<file path="config.mk">
export PLATFORM = sky130hd
export DESIGN_NAME = ntt_poly_loader
export DESIGN_NICKNAME = d
export VERILOG_FILES = /design/src/rtl/ntt_pkg.sv /design/src/rtl/mod_cond_sub.sv /design/src/rtl/ntt_poly_loader.sv
export SDC_FILE = /design/constraint.sdc
export NUM_CORES = 1
export LEC_CHECK = 0
export BUFFER_PORTS_ARGS = -buffer_cell sky130_fd_sc_hd__clkbuf_2
export CORE_ASPECT_RATIO = 2
export CORE_MARGIN = 3
export CORE_UTILIZATION = 37
export DETAILED_ROUTE_END_ITERATION = 16
export HOLD_SLACK_MARGIN = 0.03
export RECOVER_POWER = 25
export SETUP_SLACK_MARGIN = 0.3
export SYNTH_ARGS = -nofsm -noshare
export SYNTH_HDL_FRONTEND = slang
export SYNTH_HIERARCHICAL = 1
export SYNTH_SLANG_ARGS = --single-unit
</file>
<file path="constraint.sdc">
create_clock -name i_clk -period 2.2 [get_ports i_clk]
set_clock_uncertainty 0.05 [all_clocks]
set_input_delay 0.22 -clock i_clk [delete_from_list [all_inputs] [get_ports i_clk]]
set_output_delay 0.22 -clock i_clk [all_outputs]
set_load 0.02 [all_outputs]
</file>
<file path="src/rtl/ntt_pkg.sv">
// rtl/ntt_pkg.sv - shared constants, loader state encoding and bit-reverse helper for the NTT front end
//
// Contents:
//   NTT_K, NTT_N, NTT_N_BITS, NTT_Q : default coefficient width, polynomial length,
//                                     address width and modulus
//   loader_state_t                  : state encoding of the polynomial loader FSM
//   bitrev()                        : reverse the low w bits of a value

package ntt_pkg;

    localparam int unsigned NTT_K      = 32;
    localparam int unsigned NTT_N      = 256;
    localparam int unsigned NTT_N_BITS = 8;
    localparam int unsigned NTT_Q      = 8380417;

    typedef enum logic [2:0] {
        ST_IDLE      = 3'd0,
        ST_LOAD      = 3'd1,
        ST_FLUSH     = 3'd2,
        ST_START     = 3'd3,
        ST_WAIT_DONE = 3'd4,
        ST_DONE      = 3'd5
    } loader_state_t;

    // Reverse the whole 32-bit word, then shift the reversed low w bits back
    // down so only the index field of width w is mirrored.
    function automatic logic [31:0] bitrev(input logic [31:0] v, input int unsigned w);
        logic [31:0] r;
        r = {<<{v}};
        return r >> (32 - w);
    endfunction

endpackage

</file>
<file path="src/rtl/mod_cond_sub.sv">
// rtl/mod_cond_sub.sv - single conditional-subtract reduction of x in [0, 2Q) to [0, Q)
//
// Parameters: K (data width), Q (modulus, 2*Q < 2**K)
// Ports:
//   i_x   input  K  value to reduce
//   o_y   output K  x < Q ? x : x - Q
//   o_err output 1  x >= 2Q, so o_y is not a valid residue

module mod_cond_sub #(
    parameter int unsigned K = 32,
    parameter int unsigned Q = 8380417
) (
    input  logic [K-1:0] i_x,
    output logic [K-1:0] o_y,
    output logic         o_err
);

    localparam logic [K:0] Q_EXT  = (K+1)'(Q);
    localparam logic [K:0] Q2_EXT = Q_EXT << 1;

    logic [K:0] w_x;
    logic [K:0] w_diff;

    assign w_x    = {1'b0, i_x};
    // Subtracting in K+1 bits: the top bit is the borrow, set exactly when x < Q.
    assign w_diff = w_x - Q_EXT;
    assign o_y    = w_diff[K] ? i_x : w_diff[K-1:0];
    assign o_err  = (w_x >= Q2_EXT);

endmodule

</file>
<file path="src/rtl/ntt_poly_loader.sv">
// rtl/ntt_poly_loader.sv - streams N coefficients mod Q into the poly BRAM, then runs the NTT controller
//
// Build option: NTT_LOADER_BITREV_EN - write coefficient k to bit-reversed address
//               (default: natural order, address k).
//
// Parameters: K (data width), N (coefficients), N_bits (log2 N), Q (modulus)
// Ports:
//   i_clk, i_reset                  clock, synchronous active-high reset
//   i_load_req, i_load_is_intt      start a load+transform, direction sampled with it
//   i_in_valid/o_in_ready,
//   i_in_data, i_in_last            coefficient stream
//   o_bram_we/o_bram_addr/o_bram_din BRAM port A write, one cycle after accept
//   o_ntt_start/o_ntt_is_intt,
//   i_ntt_done                      NTT controller handshake
//   o_busy, o_load_done             status; load_done is a one-cycle pulse
//   o_range_err, o_frame_err        sticky errors, cleared by an accepted load_req

module ntt_poly_loader
    import ntt_pkg::*;
#(
    parameter int unsigned K      = NTT_K,
    parameter int unsigned N      = NTT_N,
    parameter int unsigned N_bits = NTT_N_BITS,
    parameter int unsigned Q      = NTT_Q
) (
    input  logic              i_clk,
    input  logic              i_reset,
    input  logic              i_load_req,
    input  logic              i_load_is_intt,
    input  logic              i_in_valid,
    output logic              o_in_ready,
    input  logic [K-1:0]      i_in_data,
    input  logic              i_in_last,
    output logic              o_bram_we,
    output logic [N_bits-1:0] o_bram_addr,
    output logic [K-1:0]      o_bram_din,
    output logic              o_ntt_start,
    output logic              o_ntt_is_intt,
    input  logic              i_ntt_done,
    output logic              o_busy,
    output logic              o_load_done,
    output logic              o_range_err,
    output logic              o_frame_err
);

    localparam logic [N_bits-1:0] LAST_IDX = N_bits'(N - 1);

    loader_state_t     r_state;
    loader_state_t     w_state_nxt;

    logic [N_bits-1:0] r_cnt;
    logic              r_is_intt;
    logic              r_we;
    logic [N_bits-1:0] r_addr;
    logic [K-1:0]      r_din;
    logic              r_range_err;
    logic              r_frame_err;

    logic              w_in_ready;
    logic              w_accept;
    logic              w_last_beat;
    logic              w_start_state;
    logic [N_bits-1:0] w_addr;
    logic [K-1:0]      w_red;
    logic              w_red_err;

    mod_cond_sub #(
        .K (K),
        .Q (Q)
    ) u_red (
        .i_x   (i_in_data),
        .o_y   (w_red),
        .o_err (w_red_err)
    );

`ifdef NTT_LOADER_BITREV_EN
    assign w_addr = N_bits'(bitrev(32'(r_cnt), N_bits));
`else
    assign w_addr = r_cnt;
`endif

    assign w_accept    = w_in_ready && i_in_valid;
    assign w_last_beat = (r_cnt == LAST_IDX);

    always_ff @(posedge i_clk) begin
        if (i_reset) begin
            r_state <= ST_IDLE;
        end else begin
            r_state <= w_state_nxt;
        end
    end

    always_comb begin
        w_state_nxt   = r_state;
        w_in_ready    = 1'b0;
        w_start_state = 1'b0;
        o_busy        = 1'b1;
        o_load_done   = 1'b0;
        case (r_state)
            ST_IDLE: begin
                o_busy = 1'b0;
                if (i_load_req) begin
                    w_state_nxt = ST_LOAD;
                end
            end
            ST_LOAD: begin
                w_in_ready = 1'b1;
                if (w_accept && w_last_beat) begin
                    w_state_nxt = ST_FLUSH;
                end
            end
            // The final beat's registered write is on the BRAM port this cycle;
            // the controller is only started once it has landed.
            ST_FLUSH: begin
                w_state_nxt = ST_START;
            end
            ST_START: begin
                w_start_state = 1'b1;
                w_state_nxt   = ST_WAIT_DONE;
            end
            ST_WAIT_DONE: begin
                w_start_state = 1'b1;
                if (i_ntt_done) begin
                    w_state_nxt = ST_DONE;
                end
            end
            ST_DONE: begin
                o_load_done = 1'b1;
                w_state_nxt = ST_IDLE;
            end
            default: begin
                w_state_nxt = ST_IDLE;
            end
        endcase
    end

    // Datapath: one-cycle registered BRAM write, beat counter, sticky errors
    // and the latched transform direction.
    always_ff @(posedge i_clk) begin
        if (i_reset) begin
            r_cnt       <= '0;
            r_is_intt   <= 1'b0;
            r_we        <= 1'b0;
            r_addr      <= '0;
            r_din       <= '0;
            r_range_err <= 1'b0;
            r_frame_err <= 1'b0;
        end else begin
            r_we <= w_accept;
            if (w_accept) begin
                r_addr <= w_addr;
                r_din  <= w_red;
                r_cnt  <= r_cnt + 1'b1;
                if (w_red_err) begin
                    r_range_err <= 1'b1;
                end
                // Covers both an early in_last and a missing one on beat N-1.
                if (i_in_last != w_last_beat) begin
                    r_frame_err <= 1'b1;
                end
            end
            if ((r_state == ST_IDLE) && i_load_req) begin
                r_is_intt   <= i_load_is_intt;
                r_cnt       <= '0;
                r_range_err <= 1'b0;
                r_frame_err <= 1'b0;
            end
        end
    end

    assign o_in_ready    = w_in_ready;
    assign o_bram_we     = r_we;
    assign o_bram_addr   = r_addr;
    assign o_bram_din    = r_din;
    // Gated by reset directly so an abandoned transform releases the
    // controller in the very cycle the reset is seen.
    assign o_ntt_start   = w_start_state && !i_reset;
    assign o_ntt_is_intt = r_is_intt;
    assign o_range_err   = r_range_err;
    assign o_frame_err   = r_frame_err;

endmodule

</file>
==> impl_metrics.env, run 1 <==
export IMPL_status="completed"
export IMPL_vias=3109
export IMPL_hpwlAfterDp_mm=7.16
export IMPL_clock_latency_ns=0.29
export IMPL_die_w_um=69.2
export IMPL_synth_cells=377
export IMPL_ff2ff_setup_slack_ns=0.50
export IMPL_p_leak_uw=0.00165
export IMPL_clk_pin_slew_ns=0.07
export IMPL_timing_final_crit_share_pct=92.9
export IMPL_viasPerCell=5.19
export IMPL_cellPowerDensity_mw_per_mm2=579
export IMPL_globalplace_congestion=0.940
export IMPL_peakVddDrop_v=0.000278
export IMPL_reg2regPathDepth=3
export IMPL_critPathBufInv=2
export IMPL_final_cell_mix="nand2_1 (96), clkbuf_2 (59), dfxtp_1 (55), buf_4 (49), a21oi_1 (43)"
export IMPL_setup_viol=0
export IMPL_grt_usage_pct=19.3
export IMPL_startpoint="i_in_data[8]"
export IMPL_synth_nets=419
export IMPL_crit_end="o_bram_din[3]$_SDFFE_PP0P_"
export IMPL_switching_share_pct=26.2
export IMPL_n_antenna_cell=0
export IMPL_synth_main_ff_cell="dfxtp_1"
export IMPL_critPathTopFamily="simple AND/OR/NAND/NOR gates"
export IMPL_io_pins=87
export IMPL_finalHoldViolCount=0
export IMPL_first_global_vias=3054
export IMPL_internal_power_uw=1770
export IMPL_final_max_slew_viol_count=0
export IMPL_drv_cap=0
export IMPL_wl_per_cell_um=15.2
export IMPL_p_switching_uw=632
export IMPL_slew_headroom_pct=64.6
export IMPL_ys_warn_count=6
export IMPL_critPathRequiredTime_ns=2.38
export IMPL_syn_avg_cell_area_um2=7.84
export IMPL_drive_gt1_share_pct=32.9
export IMPL_finalPower_uw=2410
export IMPL_path_depth=9
export IMPL_fin_nets=546
export IMPL_path_class="primary input to register"
export IMPL_synth_edff_count=0
export IMPL_route_detailed_drc=0
export IMPL_ys_seq_area_share_pct=37.3
export IMPL_placed_area_mm2=0.00381
export IMPL_cp_max_fo=5
export IMPL_clkPwrFrac_pct=37.6
export IMPL_cts_buffers=5
export IMPL_min_path_type="primary input to register"
export IMPL_grt_pass1_wl_mm=14.3
export IMPL_worstHoldPathCells=3
export IMPL_synthToLayoutAreaGrowth_pct=40.7
export IMPL_max_stage_delay_ns=0.55
export IMPL_final_common_cell="nand2_1"
export IMPL_slowest_stage="or4_4"
export IMPL_die_height_um=132
export IMPL_clkSinkCount=55
export IMPL_cp_end_kind="register"
export IMPL_post_route_min_period_ns=2.04
export IMPL_num_rows=45
export IMPL_numPortBuffers=86
export IMPL_grt_ovfl_total=0
export IMPL_synth_seq_cells=55
export IMPL_pwr_share_comb_pct=18.2
export IMPL_core_area_mm2=0.00766
export IMPL_htreeDepth=2
export IMPL_ys_types=49
export IMPL_cts_tree="built"
export IMPL_die_area_mm2=0.00916
export IMPL_wirelength_mm=9.12
export IMPL_synth_async_reset_ratio_pct=0
export IMPL_design_area_mm2=0.00416
export IMPL_setup_ws_ns=0.155
export IMPL_start_kind="primary input"
export IMPL_tightest_slew_ns=0.531
export IMPL_regToRegStartpoint="r_state[1]$_SDFFE_PP0P_"
export IMPL_multiInputGateArea_mm2=0.00187
export IMPL_worstReg2RegEnd="r_cnt[4]$_SDFFE_PP0P_"
export IMPL_fill_cells=806
export IMPL_max_freq_ghz=0.489
export IMPL_cts_root_buffer="clkbuf_16"
export IMPL_antenna_found_initial=0
export IMPL_synth_area_mm2=0.00295
export IMPL_arrival_ns=2.22
export IMPL_regArea_mm2=0.00110
export IMPL_crit_chain="buf_6, or4_4, or4_4, a21oi_4, buf_6, nor4_4, xor2_1, nand2_1, a21oi_2"
export IMPL_antenna_left=0
export IMPL_holdBufCountCts=0
export IMPL_grt_max_degree=26
export IMPL_start_util_pct=38.6
export IMPL_clockBufferDepth=2
export IMPL_dp_slack_ns=-0.197
export IMPL_p_seq_share_pct=44.1
export IMPL_drt_pass1_iterations=4
export IMPL_drt_iter0_drc=150
export IMPL_rsz0062_at_grt="yes"
worst min-delay path, cell delays in order:
cell and delay, ns:
clkbuf_2 0.08, mux2i_1 0.05, nor2_1 0.08
Yosys cell counts, drive strengths merged (2+ instances only):
| library cell | n | area (um^2) |
|---|---|---|
| xor2 | 14 | 123 |
| nand4 | 7 | 43.8 |
| a211oi | 2 | 15.0 |
| o21ai | 6 | 33.8 |
| nand2 | 99 | 374 |
| nand3b | 2 | 15.0 |
| or4 | 8 | 71.3 |
| nand3 | 11 | 55.1 |
| nor4 | 11 | 90.1 |
| a21oi | 53 | 280 |
| nor2 | 18 | 67.6 |
| nand4b | 2 | 17.5 |
| clkbuf | 4 | 15.0 |
| buf | 16 | 97.6 |
| xnor2 | 16 | 140 |
| and3 | 2 | 12.5 |
| o31ai | 4 | 30.0 |
| inv | 8 | 30.0 |
| nor2b | 2 | 12.5 |
| or3 | 5 | 32.5 |
| nor3 | 10 | 50.1 |
| or2 | 3 | 18.8 |
| dfxtp | 55 | 1100 |
| mux2i | 3 | 30.0 |
| ha | 3 | 37.5 |
per-stage QoR:
step / cells / hold slack, ns / utilization [%] / TNS, ns
5_1_grt: 599 / 0.157 / 54.3 / 0
3_3_place_gp: 584 / 0.392 / 49.7 / -2.17
4_1_cts: 594 / 0.123 / 52.9 / 0
3_5_place_dp: 584 / 0.398 / 49.7 / -2.33
6_report: 599 / 0.123 / 54.3 / 0
2_1_floorplan: 377 / 0.314 / - / 0
area by class of cell:
type | instances | share of cell area, %
tap | 94 | 2.83
timing repair buffer | 140 | 20.4
clock buffer | 6 | 3.34
inverter | 8 | 1.20
multi-input combinational | 294 | 44.9
clock inverter | 2 | 0.843
sequential | 55 | 26.5
worst min-delay path by stage:
stage	start	to
floorplan	i_load_is_intt	o_ntt_is_intt$_SDFFE_PP0P_
global placement	o_bram_addr[2]$_SDFFE_PP0P_	o_bram_addr[2]$_SDFFE_PP0P_
detailed placement	o_bram_addr[3]$_SDFFE_PP0P_	o_bram_addr[3]$_SDFFE_PP0P_
CTS	i_load_is_intt	o_ntt_is_intt$_SDFFE_PP0P_
global route	i_load_is_intt	o_ntt_is_intt$_SDFFE_PP0P_
finish	i_load_is_intt	o_ntt_is_intt$_SDFFE_PP0P_
registers in the layout, indices dropped and copies added, names as in the netlist:
register and flops:
o_range_err 1, r_cnt 8, o_ntt_is_intt 1, o_bram_din 32
r_state 3, o_bram_addr 8, o_bram_we 1, o_frame_err 1
power by group through the flow:
| stage | Sequential [uW] | Combinational (uW) | Clock (uW) |
|---|---|---|---|
| after floorplan | 1120 | 198 | 0 |
| after global placement | 1080 | 421 | 0 |
| after detailed placement | 1090 | 424 | 0 |
| after CTS | 1060 | 431 | 938 |
| after global routing | 1070 | 476 | 975 |
| final | 1060 | 438 | 906 |
layer usage:
metal | share of wire [%] | vias to the layer above | routed length [um] | GRT usage (%)
met4 | 2.7 | 0 | 250 | 8.59
met5 | 0 | - | 0 | 0
met1 | 34 | 1466 | 3140 | 18.1
met3 | 3.3 | 17 | 298 | 2.90
li1 | - | 1555 | - | -
met2 | 60 | 71 | 5430 | 39.2
logic make-up after synthesis:
| kind of cell | after synthesis | synth area share, % |
|---|---|---|
| and+or+nand+nor | 188 | 32.4 |
| adders and majority gates | 3 | 1.27 |
| buffers and inverters | 28 | 4.83 |
| xor gates and xnor gates | 30 | 8.89 |
| muxes | 3 | 1.02 |
| AOI/OAI and AO/OA | 70 | 14.3 |
| DFF | 55 | 37.3 |
what timing repair did:
item                                    in CTS  in global routing
buffers inserted                             2                  5
gates resized for setup                     13                 21
pin swaps                                    6                 14
endpoints found under the setup margin      26                 26
Power figures use the tool's default switching activity.
==> run 2, diff against run 1 <==
SETUP_SLACK_MARGIN = not set   (was 0.3)
SLEW_MARGIN = 20   (was not set)
==> run 2 against run 1 <==
Via count shrank 1.8%. Power shrank 7.9%. First-iteration DRC count is 8.0% lower. Wire length decreased by 5.5%. Clock power shrank 17%. Sequential power is essentially flat. Core utilization shrank 4.1 points. Cell count is 1.5% lower. Critical endpoint is now o_bram_din[26]$_SDFFE_PP0P_. Largest power group unchanged.
==> impl_metrics.env, run 2 (synthesis gave the netlist of run 1 again) <==
export IMPL_status="completed"
export IMPL_path_class="primary input to register"
export IMPL_finalPower_uw=2220
export IMPL_grt_pass1_wl_mm=14.1
export IMPL_p_leak_uw=0.00154
export IMPL_die_w_um=69.2
export IMPL_setup_viol=0
export IMPL_wl_per_cell_um=14.6
export IMPL_synthToLayoutAreaGrowth_pct=30.0
export IMPL_p_switching_uw=611
export IMPL_clock_latency_ns=0.29
export IMPL_drt_pass1_iterations=4
export IMPL_drive_gt1_share_pct=26.4
export IMPL_cpMostUsedCell="a21oi_1"
export IMPL_crit_chain="clkbuf_2, or4_4, buf_4, nor4_4, a21oi_1, nor3_1, xor2_1, nand2_1, a21oi_1"
export IMPL_max_stage_delay_ns=0.54
export IMPL_drt_iter0_drc=138
export IMPL_clockBufferDepth=2
export IMPL_wirelength_mm=8.61
export IMPL_antenna_left=0
export IMPL_arrival_ns=2.20
export IMPL_critPathRequiredTime_ns=2.37
export IMPL_die_height_um=132
export IMPL_grt_max_degree=26
export IMPL_cts_buffers=5
export IMPL_clkSinkCount=55
export IMPL_globalplace_congestion=0.878
export IMPL_num_rows=45
export IMPL_route_detailed_drc=0
export IMPL_min_path_type="primary input to register"
export IMPL_n_antenna_cell=0
export IMPL_die_area_mm2=0.00916
export IMPL_hpwlAfterDp_mm=6.82
export IMPL_start_kind="primary input"
export IMPL_final_cell_mix="nand2_1 (98), clkbuf_2 (61), dfxtp_1 (55), a21oi_1 (51), buf_4 (46)"
export IMPL_cp_end_kind="register"
export IMPL_htreeDepth=2
export IMPL_whs_ns=0.126
export IMPL_final_common_cell="nand2_1"
export IMPL_slowest_stage="or4_4"
export IMPL_core_area_mm2=0.00766
export IMPL_cts_tree="built"
export IMPL_first_global_vias=2974
export IMPL_clk_pin_slew_ns=0.07
export IMPL_rsz0062_at_grt="no"
export IMPL_p_seq_share_pct=48.0
export IMPL_pwr_share_comb_pct=18.3
export IMPL_drv_cap=0
export IMPL_cp_max_fo=4
export IMPL_grt_usage_pct=19.0
export IMPL_internal_power_uw=1610
export IMPL_cellPowerDensity_mw_per_mm2=577
export IMPL_grt_ovfl_total=0
export IMPL_holdBufCountCts=0
export IMPL_io_pins=87
export IMPL_fin_nets=539
export IMPL_postCtsSetupBuffers=0
export IMPL_timing_final_crit_share_pct=92.5
export IMPL_numPortBuffers=86
export IMPL_post_cts_resized=0
export IMPL_vias=3054
export IMPL_max_freq_ghz=0.492
export IMPL_start_util_pct=38.6
export IMPL_largest_reg_flops=32
export IMPL_peakVddDrop_v=0.000279
export IMPL_final_max_slew_viol_count=0
export IMPL_slew_headroom_pct=65.6
export IMPL_tightest_slew_ns=0.516
export IMPL_finalHoldViolCount=0
export IMPL_cts_root_buffer="clkbuf_16"
export IMPL_switching_share_pct=27.5
export IMPL_viasPerCell=5.18
export IMPL_post_route_min_period_ns=2.03
export IMPL_clkPwrFrac_pct=33.8
export IMPL_antenna_found_initial=0
[run 2: cell count changes in the layout (fill, tap and decap cells not counted), sizes merged]
cell / change
a21oi: +1
bufinv: -1
clkbuf: +1
clkinv: -1
buf: -9
[run 2: critical path: cells and delay by family]
| family | cells | cell delay, ns |
|---|---|---|
| AOI/OAI and AO/OA | 2 | 0.31 |
| xor gates and xnor gates | 1 | 0.17 |
| buffers and inverters | 2 | 0.25 |
| and+or+nand+nor | 4 | 1.23 |
[run 2: layout make-up]
class	count	area, um^2
fill	813	3820
multi-input combinational	295	1720
sequential	55	1100
timing repair buffer	132	744
clock buffer	6	129
tap	94	118
inverter	8	30.0
[run 2: path summary, 6_finish.rpt]
kind | start | end | cells past startpoint | slack [ns]
worst max-delay path | i_in_data[12] | o_bram_din[26]$_SDFFE_PP0P_ | 9 | 0.17
worst min-delay path | i_load_is_intt | o_ntt_is_intt$_SDFFE_PP0P_ | 3 | 0.13
worst min register to register | o_bram_din[0]$_SDFFE_PP0P_ | o_bram_din[0]$_SDFFE_PP0P_ | 2 | 0.40
worst max register to register | r_state[0]$_SDFFE_PP0P_ | o_bram_din[12]$_SDFFE_PP0P_ | 4 | 0.47
[run 2: power by group through the flow]
stage | registers, uW | logic, uW | clock network (uW)
global placement | 1080 | 410 | 0
floorplan | 1120 | 193 | 0
CTS | 1060 | 414 | 775
global route | 1070 | 446 | 810
finish | 1060 | 405 | 748
detailed placement | 1090 | 413 | 0
[run 2: metal layers]
metal,global-route usage [%],wire length (um),vias to the layer above
li1,-,-,1539
met1,18.7,3080,1421
met2,37.6,4980,77
met3,3.05,342,17
met4,8.15,208,0
met5,0,0,-
[run 2: through the flow]
stage,instances,setup TNS [ns],setup WS (ns),instance area (um^2),utilization [%]
floorplan,377,0,0.0184,2950,-
global placement,583,-0.708,-0.119,3730,48.8
detailed placement,583,-1.18,-0.171,3730,48.8
CTS,589,0,0.144,3860,50.5
global route,590,0,0.0484,3840,50.2
finish,590,0,0.166,3840,50.2
==> run 3, diff against run 2 <==
SETUP_SLACK_MARGIN = 0.4   (was not set)
==> run 3 against run 2 <==
Die area unchanged. Critical endpoint is now o_bram_din[27]$_SDFFE_PP0P_. Sequential cell count unchanged. Maximum frequency up 1.9%. Sequential power about the same. Largest power group unchanged. Wire length up 7.0%. First-iteration DRC count down 8.0%. Via count up 2.8%. Power up 9.8%.
==> impl_metrics.env, run 3 (synthesis gave the netlist of run 1 again) <==
export IMPL_cts_buffers=5
export IMPL_cp_max_fo=6
export IMPL_critPathTopFamily="simple AND/OR/NAND/NOR gates"
export IMPL_io_pins=87
export IMPL_grt_pass1_wl_mm=14.5
export IMPL_placed_cells=581
export IMPL_wirelength_mm=9.22
export IMPL_p_leak_uw=0.00164
export IMPL_final_max_slew_viol_count=0
export IMPL_clock_latency_ns=0.29
export IMPL_start_kind="primary input"
export IMPL_min_path_type="primary input to register"
export IMPL_antenna_left=0
export IMPL_globalplace_congestion=0.906
export IMPL_crit_chain="clkbuf_16, inv_12, ha_4, or3b_4, or4_4, a21oi_4, buf_6, nor4_2, xor2_1, nand2_1, a21oi_1"
export IMPL_max_freq_ghz=0.501
export IMPL_setup_viol=0
export IMPL_viasPerCell=5.27
export IMPL_synthToLayoutAreaGrowth_pct=40.2
export IMPL_holdBufCountCts=0
export IMPL_htreeDepth=2
export IMPL_vias=3138
export IMPL_fin_nets=543
export IMPL_die_area_mm2=0.00916
export IMPL_status="completed"
export IMPL_critPathRequiredTime_ns=2.37
export IMPL_first_global_vias=3048
export IMPL_num_rows=45
export IMPL_die_w_um=69.2
export IMPL_slowest_stage="or4_4"
export IMPL_final_common_cell="nand2_1"
export IMPL_drt_iter0_drc=127
export IMPL_tightest_slew_ns=0.462
export IMPL_slew_headroom_pct=69.2
export IMPL_largest_reg_flops=32
export IMPL_clockBufferDepth=2
export IMPL_rsz0062_at_grt="yes"
export IMPL_design_area_mm2=0.00414
export IMPL_placed_area_mm2=0.00376
export IMPL_die_height_um=132
export IMPL_hpwlAfterDp_mm=6.97
export IMPL_core_area_mm2=0.00766
export IMPL_clk_pin_slew_ns=0.07
export IMPL_ff2ff_setup_slack_ns=0.47
export IMPL_wl_per_cell_um=15.5
export IMPL_finalHoldViolCount=0
export IMPL_max_stage_delay_ns=0.54
export IMPL_arrival_ns=2.16
export IMPL_grt_ovfl_total=0
export IMPL_cts_root_buffer="clkbuf_16"
export IMPL_n_antenna_cell=0
export IMPL_final_cell_mix="nand2_1 (97), clkbuf_2 (58), dfxtp_1 (55), buf_4 (48), a21oi_1 (47)"
export IMPL_route_detailed_drc=0
export IMPL_start_util_pct=38.6
export IMPL_whs_ns=0.117
export IMPL_cts_tree="built"
export IMPL_numPortBuffers=86
export IMPL_grt_usage_pct=19.4
export IMPL_post_route_min_period_ns=2.00
export IMPL_peakVddDrop_v=0.000293
export IMPL_drive_gt1_share_pct=32.3
export IMPL_path_class="primary input to register"
export IMPL_final_cells=596
export IMPL_critPathBufInv=3
export IMPL_drt_pass1_iterations=4
export IMPL_cellPowerDensity_mw_per_mm2=588
export IMPL_finalPower_uw=2430
export IMPL_cp_end_kind="register"
export IMPL_clkSinkCount=55
export IMPL_timing_final_crit_share_pct=90.7
export IMPL_drv_cap=0
export IMPL_grt_max_degree=28
export IMPL_antenna_found_initial=0
run 3: cell count changes in the layout (fill, tap and decap cells not counted), sizes merged:
cell and delta:
buf +6, clkbuf -2, a21oi -1, nand4bb +1, clkinv +1, bufinv +1
run 3: tightest hold or removal path, cell delays in order:
cell and delay (ns):
clkbuf_2 0.07, mux2i_1 0.05, nor2_1 0.08
run 3: timing repair:
item                       4_1_cts  5_1_grt
setup endpoints to repair       29       35
setup buffers                    1        5
gates resized for setup         19       20
gates cloned                     0        1
pin swaps                        7       20
run 3: per-layer routing:
layer  wire length [um]  track usage [%]  vias to the layer above
li1                   -                -                     1558
met5                  0                0                        -
met1               3230             18.9                     1474
met4                282             8.91                        0
met3                270             2.21                       23
met2               5430             39.0                       83
run 3: power by group:
group	switching [uW]	total, uW	leakage (uW)	internal, uW
clock	362	929	0.0000868	567
sequential	29.8	1060	0.000446	1030
combinational	262	441	0.00110	179
total	654	2430	0.00164	1780
run 3: path summary, 6_finish.rpt:
kind,startpoint,endpoint,depth (start not counted)
setup / recovery,i_in_data[1],o_bram_din[27]$_SDFFE_PP0P_,11
hold reg to reg,o_bram_addr[1]$_SDFFE_PP0P_,o_bram_addr[1]$_SDFFE_PP0P_,2
setup reg to reg,r_state[0]$_SDFFE_PP0P_,o_bram_din[22]$_SDFFE_PP0P_,4
hold / removal,i_load_is_intt,o_ntt_is_intt$_SDFFE_PP0P_,3
run 3: per-stage QoR:
stage	setup slack [ns]	TNS (ns)	util [%]
floorplan	0.0948	0	-
global placement	-0.113	-1.42	49.1
CTS	0.208	0	52.6
finish	0.204	0	54.1
detailed placement	-0.136	-1.44	49.1
global route	0.112	0	54.1
run 3: layout make-up:
class,instances,area (um^2)
Timing Repair Buffer,136,822
Fill cell,809,3520
Sequential cell,55,1100
Clock buffer,6,139
Inverter,8,50.0
Tap cell,94,118
Multi-Input combinational cell,295,1880
Clock inverter,2,35.0
